File: src/rtl/nbit_count_up_down_mod.sv
// Parametrised up/down counter with a programmable modulus (limit+1), variable step,
// wrap or saturate at the bounds, synchronous clear/load, and one-cycle registered
// overflow/underflow pulses. The at_max and at_zero compare flags are combinational.
module nbit_count_up_down_mod #(
   parameter int unsigned CNT_WIDTH  = 8,
   parameter int unsigned STEP_WIDTH = 4,
   parameter int unsigned RESET_VAL  = 0
) (
   input  logic                  clk,
   input  logic                  reset,
   input  logic                  clear,
   input  logic                  load,
   input  logic [CNT_WIDTH-1:0]  load_val,
   input  logic                  enable,
   input  logic                  count_up_down,
   input  logic [STEP_WIDTH-1:0] step,
   input  logic [CNT_WIDTH-1:0]  limit,
   input  logic                  sat_mode,
   output logic [CNT_WIDTH-1:0]  counter,
   output logic                  ovf,
   output logic                  unf,
   output logic                  at_max,
   output logic                  at_zero
);

   localparam int unsigned XW = CNT_WIDTH + 1;

   logic [CNT_WIDTH-1:0] counter_q, counter_d;
   logic                 ovf_q, ovf_d;
   logic                 unf_q, unf_d;

   logic [CNT_WIDTH-1:0] step_ext;
   logic [CNT_WIDTH-1:0] eff_step;
   logic [CNT_WIDTH-1:0] load_clamped;
   logic [CNT_WIDTH-1:0] up_wrap;
   logic [CNT_WIDTH-1:0] dn_wrap;
   logic [XW-1:0]        cnt_x;
   logic [XW-1:0]        lim_x;
   logic [XW-1:0]        step_x;
   logic [XW-1:0]        up_sum_x;
   logic                 up_over;
   logic                 dn_under;
   logic                 out_of_range;

   // Datapath: effective step, widened sum and the wrap candidates for both directions.
   always_comb begin
      step_ext     = CNT_WIDTH'(step);
      eff_step     = (step_ext > limit) ? limit : step_ext;
      load_clamped = (load_val > limit) ? limit : load_val;
      out_of_range = (counter_q > limit);

      // One extra bit so counter+step never truncates, even with limit = all ones.
      cnt_x    = {1'b0, counter_q};
      lim_x    = {1'b0, limit};
      step_x   = {1'b0, eff_step};
      up_sum_x = cnt_x + step_x;
      up_over  = (up_sum_x > lim_x);
      dn_under = (counter_q < eff_step);

      // The true wrapped results are always <= limit, so they fit CNT_WIDTH bits and the
      // modular CNT_WIDTH-bit arithmetic yields exactly the wide-computed value.
      up_wrap = counter_q + eff_step - limit - CNT_WIDTH'(1);
      dn_wrap = counter_q - eff_step + limit + CNT_WIDTH'(1);
   end

   // Next-state: clear > load > enable > hold; pulses default low so they last one cycle.
   always_comb begin
      counter_d = counter_q;
      ovf_d     = 1'b0;
      unf_d     = 1'b0;
      if (clear) begin
         counter_d = '0;
      end else if (load) begin
         counter_d = load_clamped;
      end else if (enable) begin
         if (out_of_range) begin
            // limit was lowered under the current count: pull back into range silently
            counter_d = sat_mode ? limit : '0;
         end else if (eff_step == '0) begin
            counter_d = counter_q;
         end else if (count_up_down) begin
            if (!up_over) begin
               counter_d = up_sum_x[CNT_WIDTH-1:0];
            end else begin
               ovf_d     = 1'b1;
               counter_d = sat_mode ? limit : up_wrap;
            end
         end else begin
            if (!dn_under) begin
               counter_d = counter_q - eff_step;
            end else begin
               unf_d     = 1'b1;
               counter_d = sat_mode ? '0 : dn_wrap;
            end
         end
      end
   end

   // State register with asynchronous active-high reset.
   always_ff @(posedge clk or posedge reset) begin
      if (reset) begin
         counter_q <= CNT_WIDTH'(RESET_VAL);
         ovf_q     <= 1'b0;
         unf_q     <= 1'b0;
      end else begin
         counter_q <= counter_d;
         ovf_q     <= ovf_d;
         unf_q     <= unf_d;
      end
   end

   assign counter = counter_q;
   assign ovf     = ovf_q;
   assign unf     = unf_q;
   assign at_max  = (counter_q == limit);
   assign at_zero = (counter_q == '0);

endmodule

File: config.mk
export PLATFORM = sky130hd
export DESIGN_NAME = nbit_count_up_down_mod
export DESIGN_NICKNAME = d
export VERILOG_FILES = /design/src/rtl/nbit_count_up_down_mod.sv
export SDC_FILE = /design/constraint.sdc
export NUM_CORES = 1
export LEC_CHECK = 0
export ABC_AREA = 1
export BUFFER_PORTS_ARGS = -buffer_cell sky130_fd_sc_hd__buf_2
export CAP_MARGIN = 20
export CORE_MARGIN = 10
export CORE_UTILIZATION = 41
export DETAILED_ROUTE_END_ITERATION = 16
export GPL_TIMING_DRIVEN = 0
export PLACE_DENSITY_LB_ADDON = 0.25
export SYNTH_ARGS = -nofsm -noshare
export SYNTH_HDL_FRONTEND = slang
export SYNTH_SLANG_ARGS = --single-unit
File: constraint.sdc
create_clock -name clk -period 2.92 [get_ports clk]
set_input_delay 0.438 -clock clk [delete_from_list [all_inputs] [get_ports clk]]
set_output_delay 0.438 -clock clk [all_outputs]
set_load 0.05 [all_outputs]
Word-level counts from Yosys, hierarchy flattened

Cells that the tools add are included.

Output and inout port bits: 12
Input port bits: 27
Logic and storage cells: 48
Bits in registers: 10

Equality and inequality tests: 2
Reduce and logical (&&, ||, !) cells: 4
Add/sub/neg operators: 7
Order comparisons: 5
Multiplexer cells: 27

Operator list:

| operator                                          | number |
|---|---|
| two-way mux 8 bit                                 | 13 |
| adder 8 bit                                       | 2 |
| greater-than comparator 8 bit                     | 2 |
| logical NOT 8 bit                                 | 2 |
| subtractor 8 bit                                  | 2 |
| two-way mux 1 bit                                 | 14 |
| adder 8 x 8 -> 9 bit                              | 1 |
| greater-than comparator 9 x 8 -> 1 bit            | 1 |
| adder 8 x 1 -> 8 bit (second input constant)      | 1 |
| equality test 8 bit                               | 1 |
| greater-than comparator 4 x 8 -> 1 bit            | 1 |
| < comparator 8 bit                                | 1 |
| subtractor 8 x 1 -> 8 bit (second input constant) | 1 |
| != test 4 bit (second input constant)             | 1 |
| nonzero test 3 bit                                | 1 |
| AND reduction 2 bit                               | 1 |

Depth between registers and ports, before layout

Gate-level depths: netlist (run 1).

Word-level depth: 13
Depth in mapped cells: 33
Gate-level depth less buffers: 33

Worst setup path after synthesis (run 1)

OpenSTA, ideal clock, no wires.

Kind: input to register
Start point: in limit[3]
End point: reg counter_q[5] (netlist: counter[5])
Stages on the path: 30
Setup slack: -1,154 ps
Setup time: 118 ps
Data required time: 2,802 ps
Arrival time: 3,955 ps
Path buffers: 1
Path through: inv_1 ha_1 nand2_1 nor2_1 nor2_1 nand2_2 o21ai_0 inv_1 ha_1 fa_1 a31oi_2 xor2_1 inv_1 ha_1 nand2_1 nor2_1 nand2_1 nand3_1 nand2_1 nand2_1 nand2_1 nand2_1 nand2_1 nand2_2 buf_6 nor2_1 o21ai_1 nand2_1 nand2_1 nand2_1

Longest elaborated chain between the ends: 13
Elaborated cells on any way between the ends: 27
Those cells by class: add/sub: 7; order compare: 5; eq/ne: 1; mux: 12; reduce/logical: 2

Ends and longest elaborated chain:

| item                                                              | line       | RTL |
|---|---|---|
| start: declaration                                                | 17         | `input logic [CNT_WIDTH-1:0] limit,` |
| greater-than comparator 4 x 8 -> 1 bit                            | 48         | `eff_step = (step_ext > limit) ? limit : step_ext;` |
| two-way mux 8 bit                                                 | 48         |  |
| subtractor 8 bit or adder 8 bit (tied branches)                   | 63, 90, 62 |  |
| adder 8 bit or subtractor 8 bit (tied branches)                   | 63, 62     |  |
| adder 8 x 1 -> 8 bit or subtractor 8 x 1 -> 8 bit (tied branches) | 63, 62     |  |
| two-way mux 8 bit, on equally long branches                       | 93, 86     |  |
| two-way mux 8 bit, on equally long branches                       | 89, 82     |  |
| two-way mux 8 bit                                                 | 81         | `end else if (count_up_down) begin` |
| two-way mux 8 bit                                                 | 79         | `end else if (eff_step == '0) begin` |
| two-way mux 8 bit                                                 | 76         | `if (out_of_range) begin` |
| two-way mux 8 bit                                                 | 75         | `end else if (enable) begin` |
| two-way mux 8 bit                                                 | 73         | `end else if (load) begin` |
| two-way mux 8 bit                                                 | 71         | `if (clear) begin` |
| end signal: assignment                                            | 102        | `counter_q <= CNT_WIDTH'(RESET_VAL);` |
| end signal: assignment                                            | 106        | `counter_q <= counter_d;` |
| end: declaration                                                  | 28         | `logic [CNT_WIDTH-1:0] counter_q, counter_d;` |

Several ways; a longest one is shown, not always the timed one. The select of a mux whose other input is x is not followed.
A chain may end at the register's enable or synchronous reset.

Worst setup path after layout (run 1)

Start point: in limit[3]
End point: reg counter_q[3] (netlist: counter[3])

Same word-level chain as after synthesis.

==> key figures, run 1 <==
Outcome
  – Status: finished with violations
  – Failing checks: negative setup slack

Floorplanning
  – Die height: between 100 and 150 um
  – Die ar.: between 0.01 and 0.015 sq mm
  – Core Area: just under 0.008 sq mm
  – Die Wd: around 110 um
  – Initial core utilization: a little over two fifths
  – Std-Cell Rows: 32
  – Io pins: 39

Synthesis
  – Ys flop type: dfrtp_1
  – Asr flop ratio synth: 100%
  – Post-synth EDFFs: 0
  – Netlist cell types: 42
  – Synth warn: 0
  – Syn Inst Count: 520
  – Syn Area/Cell: between 6 and 7 sq um
  – Count leader, synth: nand2_1
  – Area leader, netlist: ha_1
  – Largest cells by area after synthesis: ha_1, nand2_1, dfrtp_1, inv_1, fa_1
  – Register area share after synthesis: 7.52%
  – Register bit count reported by yosys: 10
  – Top cell type's share of synthesized area: 22.9%
  – Most frequent cells after synthesis: nand2_1, inv_1, ha_1
  – Post-Syn Area: 0.00333 sq mm

STA
  – Hold slack: roughly 0.17 ns
  – Clock Skews: ~0.006 ns
  – RSZ-0062 raised after global routing: true
  – FMAX: approximately 0.25 GHz
  – Fin worst setup slack: -1.10 ns
  – Setup violators final: 10
  – Max Slew Vio Count: 0
  – Setup_tns: -9.40 ns
  – Hold Violations, Final: 0
  – Tcrit/Tclk final: 138%
  – Min Tclk post-route: approximately 4.0 ns

Pwr
  – Peak VDD IR: about 0.28 mV
  – Pwr/cell area: approximately 550 mW/mm^2
  – LEAKAGE: 2.36 nW

Worst setup path
  – Reg2reg end: counter[7]
  – Reg2reg path depth: 16
  – Crit path arrival time: around 4.1 ns
  – CP Capture Type: flop
  – Worst r2r src: counter[0]
  – Critical path's largest stage delay: around 0.40 ns
  – Crit path kind: input pin to flop
  – Worst-path fanout max: 8
  – CP max stage cell: fa_2
  – Crit start category: input pin
  – R2r setup slk: -0.39 ns
  – WP data required: 3.04 ns
  – CP dominant cell by count: nand2_1

Clock tree
  – CTS max path bufs: 2
  – CTS root buf: clkbuf_8
  – Num CTS Buffers: 3
  – Clock-pin slew on the worst setup and hold paths: approximately 0.05 ns
  – Clock latency on the worst-skew pair: approximately 0.23 ns
  – CTS tree: built
  – H-tree depth: 1
  – CTS Sinks: 10

Finish
  – Finished Layout Cells: around 700
  – Layout area overhead: 33.9%
  – Final Cell Area: between 0.004 and 0.005 sq mm
  – Final Core Density: 57.1%
  – Nets: between 600 and 700
  – Layout fillers: 726
  – Share of cells above drive strength 1: 30.6%
  – Antenna cells: 0

Global route
  – First-pass GRT wire length: about 18,000 um
  – Largest net degree at the start of global routing: 11
  – Total track usage: a little under a fifth
  – Vias in the first global route: between 3,000 and 4,000
  – Initial antenna violation count: 0
  – Gr ovfl total: 0

Placed design
  – Dpl cells: around 670
  – GPL Wtd Cong: a little over 1
  – I/O Buffers: 37
  – HPWL Detailed: roughly 9000 um
  – Placed Area: 0.00377 sq mm

Routing
  – Wire length per cell: 16.6 um
  – Via count: roughly 3,800
  – Total Routed Length: roughly 12,000 um
  – DR DRC count: 0
  – Avg Vias per Cell: ~5.4
  – Routed Antenna Nets: 0
  – DR iter-0 viols: 348
  – Drt pass-1 iters: 5

Min path
  – HP Class: input pin to async pin

Flow run
  – Max-cap violations: 0
-- registers in the layout, summed over array words and instances, names as in the netlist --
register and flops:
counter 8, ovf 1, unf 1
-- metal layers --
metal	GRT usage (%)	vias up	part of all wire, %
li1	-	1861	-
met1	23.5	1731	42
met2	32.1	137	49
met3	1.86	25	5.3
met4	5.60	0	3.0
met5	0	-	0
-- cell type report --
| class | count | area, sq um | share of cell area (%) |
|---|---|---|---|
| repair buffers | 65 | 449 | 10.1 |
| multi-input cells | 428 | 3190 | 71.7 |
| inverters | 84 | 337 | 7.55 |
| flip-flops and latches | 10 | 250 | 5.62 |
| plain buffers | 8 | 42.5 | 0.955 |
| well taps | 102 | 128 | 2.86 |
| clock buffers | 4 | 55.1 | 1.24 |
-- power breakdown --
part | switching [W] | internal (W) | total [W] | leakage, nW
clock | 0.0000509 | 0.000118 | 0.000169 | 0.0288
combinational | 0.00126 | 0.000805 | 0.00206 | 2.20
sequential | 0.0000599 | 0.000158 | 0.000218 | 0.131
total | 0.00137 | 0.00108 | 0.00245 | 2.36
-- through the flow --
step	worst slack, ns	total power [W]
global placement	-1.98	0.00185
detailed placement	-2.00	0.00187
CTS	-0.935	0.00227
global route	-1.28	0.00265
finish	-1.10	0.00245
floorplan	-0.918	0.00147
-- kinds of logic after synthesis --
group                      count (synthesis)  synth area share (%)
DFF                                       10                  7.52
AOI/OAI and AO/OA                         97                  16.8
xor gates and xnor gates                  16                  4.21
and+or+nand+nor                          231                  30.8
other                                      2                 0.226
adders and majority gates                 72                  29.5
buffers and inverters                     92                  10.8
-- critical path: cells and delay by family --
family          cells  cell delay, ns
xor+xnor            1            0.19
compound gates      4            0.74
fa+ha+maj           4            1.15
simple gates       16            1.13
buf+inv             5            0.46
-- worst max-delay path by stage --
stage	start	to	slack [ns]
6_report	limit[3]	counter[3]	-1.10
3_5_place_dp	limit[1]	counter[5]	-2.00
2_1_floorplan	limit[1]	counter[5]	-0.92
5_1_grt	limit[1]	counter[5]	-1.28
3_3_place_gp	limit[1]	counter[5]	-1.98
4_1_cts	limit[3]	counter[5]	-0.94
-- layout by cell type, fill, tap and decap left out, drive strengths merged --
cell      netlist  layout
nand2         144     144
inv            83      80
buf             5      70
ha             61      61
a21oi          39      39
o21ai          37      37
nand3          35      35
nor2           32      32
xor2           14      14
conb            2      12
nand4          12      12
fa             11      11
dfrtp          10      10
clkbuf          3       7
a31oi           6       6
o211ai          5       5
o21bai          5       5
clkinvlp        0       3
nand3b          3       3
xnor2           2       2
a21o            2       2
nor3            2       2
nor4            1       1
o31ai           1       1
clkinv          1       1
o21a            1       1
nor4b           1       1
o2111ai         1       1
or2             1       1
-- timing repair --
| item | 4_1_cts | 5_1_grt |
|---|---|---|
| buffers inserted | 22 | 5 |
| hold buffers | 0 | 0 |
| pin swaps | 26 | 35 |
| gates resized for setup | 65 | 34 |
| setup endpoints to repair | 10 | 10 |
| gates cloned | 1 | 0 |
| hold endpoints to repair | 0 | 0 |
Power figures use the tool's default switching activity.
==> run 2, diff against run 1 <==
- clock period: 2.92 -> 3.44 ns (I/O delays scaled with it)
==> run 2 against run 1 <==
  * Design area grew 0.70%
  * Setup slack better by 0.51 ns
  * Register-to-register slack better by 0.51 ns
  * Critical path type unchanged
  * Clock skew shrank 0.0048 ns
  * The run still ends with negative setup slack left
==> key figures, run 2 (synthesis results as in run 1) <==
Worst setup path
  – CP Capture Type: flop
  – Worst-path fanout max: 8
  – Crit start category: input pin
  – CP max stage cell: fa_2
  – Critical path's largest stage delay: 0.40 ns
  – Crit path arrival time: 4.15 ns
  – CP dominant cell by count: nand2_1
  – Crit path kind: input pin to flop
  – WP data required: approximately 3.6 ns

Routing
  – Drt pass-1 iters: 6
  – DR DRC count: 0
  – Total Routed Length: 11,500 um
  – Wire length per cell: around 16 um
  – DR iter-0 viols: approximately 260
  – Avg Vias per Cell: 5.33
  – Via count: between 3,000 and 4,000
  – Routed Antenna Nets: 0

Placed design
  – GPL Wtd Cong: roughly 1.0
  – I/O Buffers: 37
  – Dpl cells: ~670
  – HPWL Detailed: around 8900 um

Floorplanning
  – Std-Cell Rows: 32
  – Die ar.: between 0.01 and 0.015 sq mm
  – Die height: 110 um
  – Initial core utilization: a little over two fifths
  – Io pins: 39
  – Die Wd: approximately 110 um
  – Core Area: 0.00781 sq mm

Global route
  – Total track usage: a little under a fifth
  – Initial antenna violation count: 0
  – Largest net degree at the start of global routing: 11
  – First-pass GRT wire length: approximately 18,000 um
  – Gr ovfl total: 0
  – Vias in the first global route: 3,612

Finish
  – Area of the multi-input gates: between 0.003 and 0.004 sq mm
  – Register area: about 250 sq um
  – Commonest non-fill, non-tap cell in the layout: nand2_1
  – Commonest non-fill, non-tap cells in the layout: nand2_1, inv_1, ha_1
  – Antenna cells: 0
  – Layout fillers: between 700 and 800
  – Share of cells above drive strength 1: roughly 30%
  – Max reg flops: 8
  – Finished Layout Cells: roughly 710
  – Layout area overhead: 34.8%
  – Nets: approximately 710
  – Final Core Density: a little under three fifths

Flow run
  – Max-cap violations: 0

STA
  – Fin worst setup slack: -0.596 ns
  – RSZ-0062 raised after global routing: true
  – Hold slack: between 0.2 and 0.3 ns
  – Tcrit/Tclk final: 117%
  – FMAX: 0.248 GHz
  – Clock Skews: about 0.0010 ns
  – Hold Violations, Final: 0
  – Min Tclk post-route: between 4 and 5 ns
  – Setup violators final: 9
  – Setup_tns: -5.04 ns
  – Max Slew Vio Count: 0

Clock tree
  – CTS max path bufs: 2
  – H-tree depth: 1
  – CTS Sinks: 10
  – CTS tree: built
  – CTS root buf: clkbuf_8
  – Num CTS Buffers: 3
  – Clock-pin slew on the worst setup and hold paths: roughly 0.04 ns
  – Clock latency on the worst-skew pair: roughly 0.22 ns

Outcome
  – Failing checks: negative setup slack
  – Status: finished with violations

Pwr
  – Pwr/cell area: between 400 and 500 mW/mm^2
  – LEAKAGE: between 2 and 2.5 nW
  – PnR Total Power: ~0.0021 W
  – Peak VDD IR: 0.179 mV

Min path
  – HP Class: input pin to async pin
## run 2: cell types whose count changed in the layout (fill, tap and decap cells not counted), moves of 3 or more
cell / previous run / this run
buf_4: 26 / 33
nand2_1: 116 / 119
nand3_2: 8 / 4
nand3_1: 27 / 31
## run 2: area by class of cell
class                      instances  share of cell area (%)
buffer                             8                   0.948
clock buffer                       3                   0.920
inverter                          84                    7.56
multi-input combinational        428                    70.5
sequential                        10                    5.58
tap                              102                    2.84
timing repair buffer              74                    11.7
## run 2: critical path: cells and delay by family
| family | cells | cell delay, ns |
|---|---|---|
| xor gates and xnor gates | 1 | 0.17 |
| buffers and inverters | 5 | 0.49 |
| and+or+nand+nor | 13 | 0.93 |
| AOI/OAI and AO/OA | 6 | 0.94 |
| adders and majority gates | 4 | 1.09 |
## run 2: repair_timing
item	4_1_cts	5_1_grt
gates resized for setup	68	28
hold buffers	0	0
setup buffers	30	6
setup endpoints to repair	9	9
gates cloned	1	0
endpoints found under the hold margin	0	0
pin swaps	37	38
## run 2: layer usage
metal,part of all wire (%),GRT usage (%)
met1,41,22.9
met2,49,32.0
met3,5.7,2.67
met4,3.9,6.70
met5,0,0
## run 2: power by group
part	switching [W]	internal [W]	total, W
Combinational	0.00106	0.000733	0.00180
Sequential	0.0000508	0.000134	0.000185
Clock	0.0000361	0.0000758	0.000112
Total	0.00115	0.000943	0.00209
## run 2: metrics by stage
stage	instance area, sq um	worst slack (ns)
floorplan	3450	-0.476
global placement	3770	-1.53
detailed placement	3770	-1.60
CTS	4330	-0.555
global route	4490	-0.733
finish	4490	-0.596
## run 2: path summary, 6_finish.rpt
kind	start	end	slack (ns)	depth (start not counted)
worst max-delay path	limit[1]	counter[5]	-0.60	29
worst min-delay path	reset	ovf	0.26	2
worst max register to register	counter[0]	counter[7]	0.12	16
worst min register to register	counter[4]	counter[4]	0.68	2
max in group asynchronous	reset	counter[1]	2.91	2
min in group clk	counter[4]	counter[4]	0.68	2
==> run 3, diff against run 2 <==
- clock period: 3.44 -> 4.43 ns (I/O delays scaled with it)
==> run 3 against run 2 <==
  * The run now ends clean
  * Via count decreased by 3.5%
  * Clock power about the same
  * Sequential power decreased by 24%
  * Utilization decreased by 5.0 points
  * Design area decreased by 8.7%
  * Clock skew increased by 0.0045 ns
  * Global-route usage decreased by 1.4 points
  * First-iteration DRC count increased by 5.0%
  * Worst hold slack improved by 0.13 ns
  * Critical path depth increased by 3
  * Critical endpoint unchanged
  * Largest cell class unchanged
==> key figures, run 3 (synthesis results as in run 1) <==
Outcome
  – Status: finished clean

Finish
  – Layout area overhead: 23.1%
  – Share of cells above drive strength 1: between 20% and 30%
  – Max reg flops: 8
  – Commonest non-fill, non-tap cells in the layout: nand2_1, inv_1, ha_1
  – Area of the multi-input gates: 0.00299 sq mm
  – Register area: approximately 250 sq um
  – Antenna cells: 0
  – Layout fillers: 798
  – Nets: between 600 and 700
  – Commonest non-fill, non-tap cell in the layout: nand2_1

Floorplanning
  – Std-Cell Rows: 32
  – Io pins: 39
  – Die Wd: 110 um
  – Die height: between 100 and 150 um
  – Die ar.: around 0.012 sq mm
  – Core Area: 0.00781 sq mm
  – Initial core utilization: a little over two fifths

Routing
  – Via count: 3,643
  – Avg Vias per Cell: 5.32
  – Total Routed Length: between 10,000 and 15,000 um
  – Wire length per cell: approximately 16 um
  – DR DRC count: 0
  – Drt pass-1 iters: 5
  – DR iter-0 viols: roughly 280
  – Routed Antenna Nets: 0

Global route
  – First-pass GRT wire length: 16,600 um
  – Total track usage: approximately 17%
  – Largest net degree at the start of global routing: 11
  – Vias in the first global route: 3,337
  – Gr ovfl total: 0
  – Initial antenna violation count: 0

Worst setup path
  – Bufs and invs on worst path: 6
  – CP max stage cell: fa_2
  – CP dominant cell by count: nand2_1
  – Critical path's largest stage delay: approximately 0.39 ns
  – Worst path top cell family by delay: simple AND/OR/NAND/NOR gates
  – Worst-path fanout max: 8
  – Crit path arrival time: about 4.4 ns
  – WP data required: ~4.6 ns
  – CP Capture Type: flop
  – Crit path kind: input pin to flop
  – Crit start category: input pin

Pwr
  – LEAKAGE: 2.23 nW
  – Peak VDD IR: 0.160 mV
  – Pwr/cell area: between 300 and 400 mW/mm^2

Min path
  – HP Class: input pin to async pin

STA
  – Setup violators final: 0
  – Hold slack: ~0.39 ns
  – Clock Skews: 0.00550 ns
  – Setup_tns: 0 ns
  – Max Slew Vio Count: 0
  – Min Tclk post-route: about 4.3 ns
  – Hold Violations, Final: 0
  – FMAX: approximately 0.23 GHz
  – Tcrit/Tclk final: 97.2%

Clock tree
  – Num CTS Buffers: 3
  – H-tree depth: 1
  – Clock latency on the worst-skew pair: ~0.23 ns
  – CTS max path bufs: 2
  – Clock-pin slew on the worst setup and hold paths: about 0.05 ns
  – CTS Hold Buffers Added: 0
  – CTS root buf: clkbuf_8
  – CTS Sinks: 10
  – CTS tree: built

Placed design
  – HPWL Detailed: ~8800 um
  – I/O Buffers: 37
  – GPL Wtd Cong: 0.984

Flow run
  – Max-cap violations: 0
## run 3: changes by cell type in the layout (fill, tap and decap cells not counted), moves of 3 or more
| cell | before | now |
|---|---|---|
| buf_4 | 33 | 11 |
| nand2_2 | 20 | 10 |
| ha_4 | 12 | 7 |
| ha_1 | 47 | 53 |
| nand2_4 | 5 | 2 |
| nand2_1 | 119 | 132 |
| nor2_4 | 3 | 0 |
| inv_1 | 55 | 58 |
## run 3: layer usage
layer / vias up / GRT usage, % / share of wire [%]
met2: 126 / 30.1 / 49
li1: 1820 / - / -
met5: - / 0 / 0
met3: 20 / 1.97 / 6.5
met4: 0 / 3.67 / 2.6
met1: 1677 / 22.0 / 42
## run 3: through the flow
| step | utilization, % | total power [W] | setup WS [ns] | area, sq um | std cells |
|---|---|---|---|---|---|
| 6_report | 52.5 | 0.00146 | 0.124 | 4100 | 685 |
| 2_1_floorplan | - | 0.000948 | 0.130 | 3370 | 530 |
| 4_1_cts | 50.0 | 0.00138 | 0.0194 | 3900 | 680 |
| 5_1_grt | 52.5 | 0.00161 | -0.0555 | 4100 | 685 |
| 3_5_place_dp | 47.1 | 0.00121 | -0.747 | 3680 | 669 |
| 3_3_place_gp | 47.1 | 0.00119 | -0.708 | 3680 | 669 |
## run 3: path summary, 6_finish.rpt
kind / from / to / slack (ns) / cells after the start
worst max register to register: counter[0] / counter[5] / 1.13 / 19
worst min register to register: counter[4] / counter[4] / 0.66 / 2
worst max-delay path: limit[2] / counter[5] / 0.12 / 32
max in group asynchronous: reset / counter[5] / 3.78 / 2
worst min-delay path: reset / counter[2] / 0.39 / 2
min in group clk: counter[4] / counter[4] / 0.66 / 2
## run 3: power by group
| group | internal (W) | switching [W] | total (W) |
|---|---|---|---|
| Clock | 0.0000780 | 0.0000345 | 0.000112 |
| Sequential | 0.000104 | 0.0000367 | 0.000141 |
| Combinational | 0.000459 | 0.000750 | 0.00121 |
## run 3: layout make-up
cell class | count | area share [%]
Clock buffer | 4 | 1.34
Multi-Input combinational cell | 428 | 73.0
Timing Repair Buffer | 49 | 7.33
Sequential cell | 10 | 6.11
Tap cell | 102 | 3.11
Inverter | 84 | 8.09
Buffer | 8 | 1.04
## run 3: repair_timing
item / CTS / global route
hold endpoints to repair: 0 / 0
pin swaps: 6 / 13
gates resized for setup: 28 / 34
gates cloned: 0 / 1
endpoints found under the setup margin: 9 / 9
buffers inserted: 7 / 4
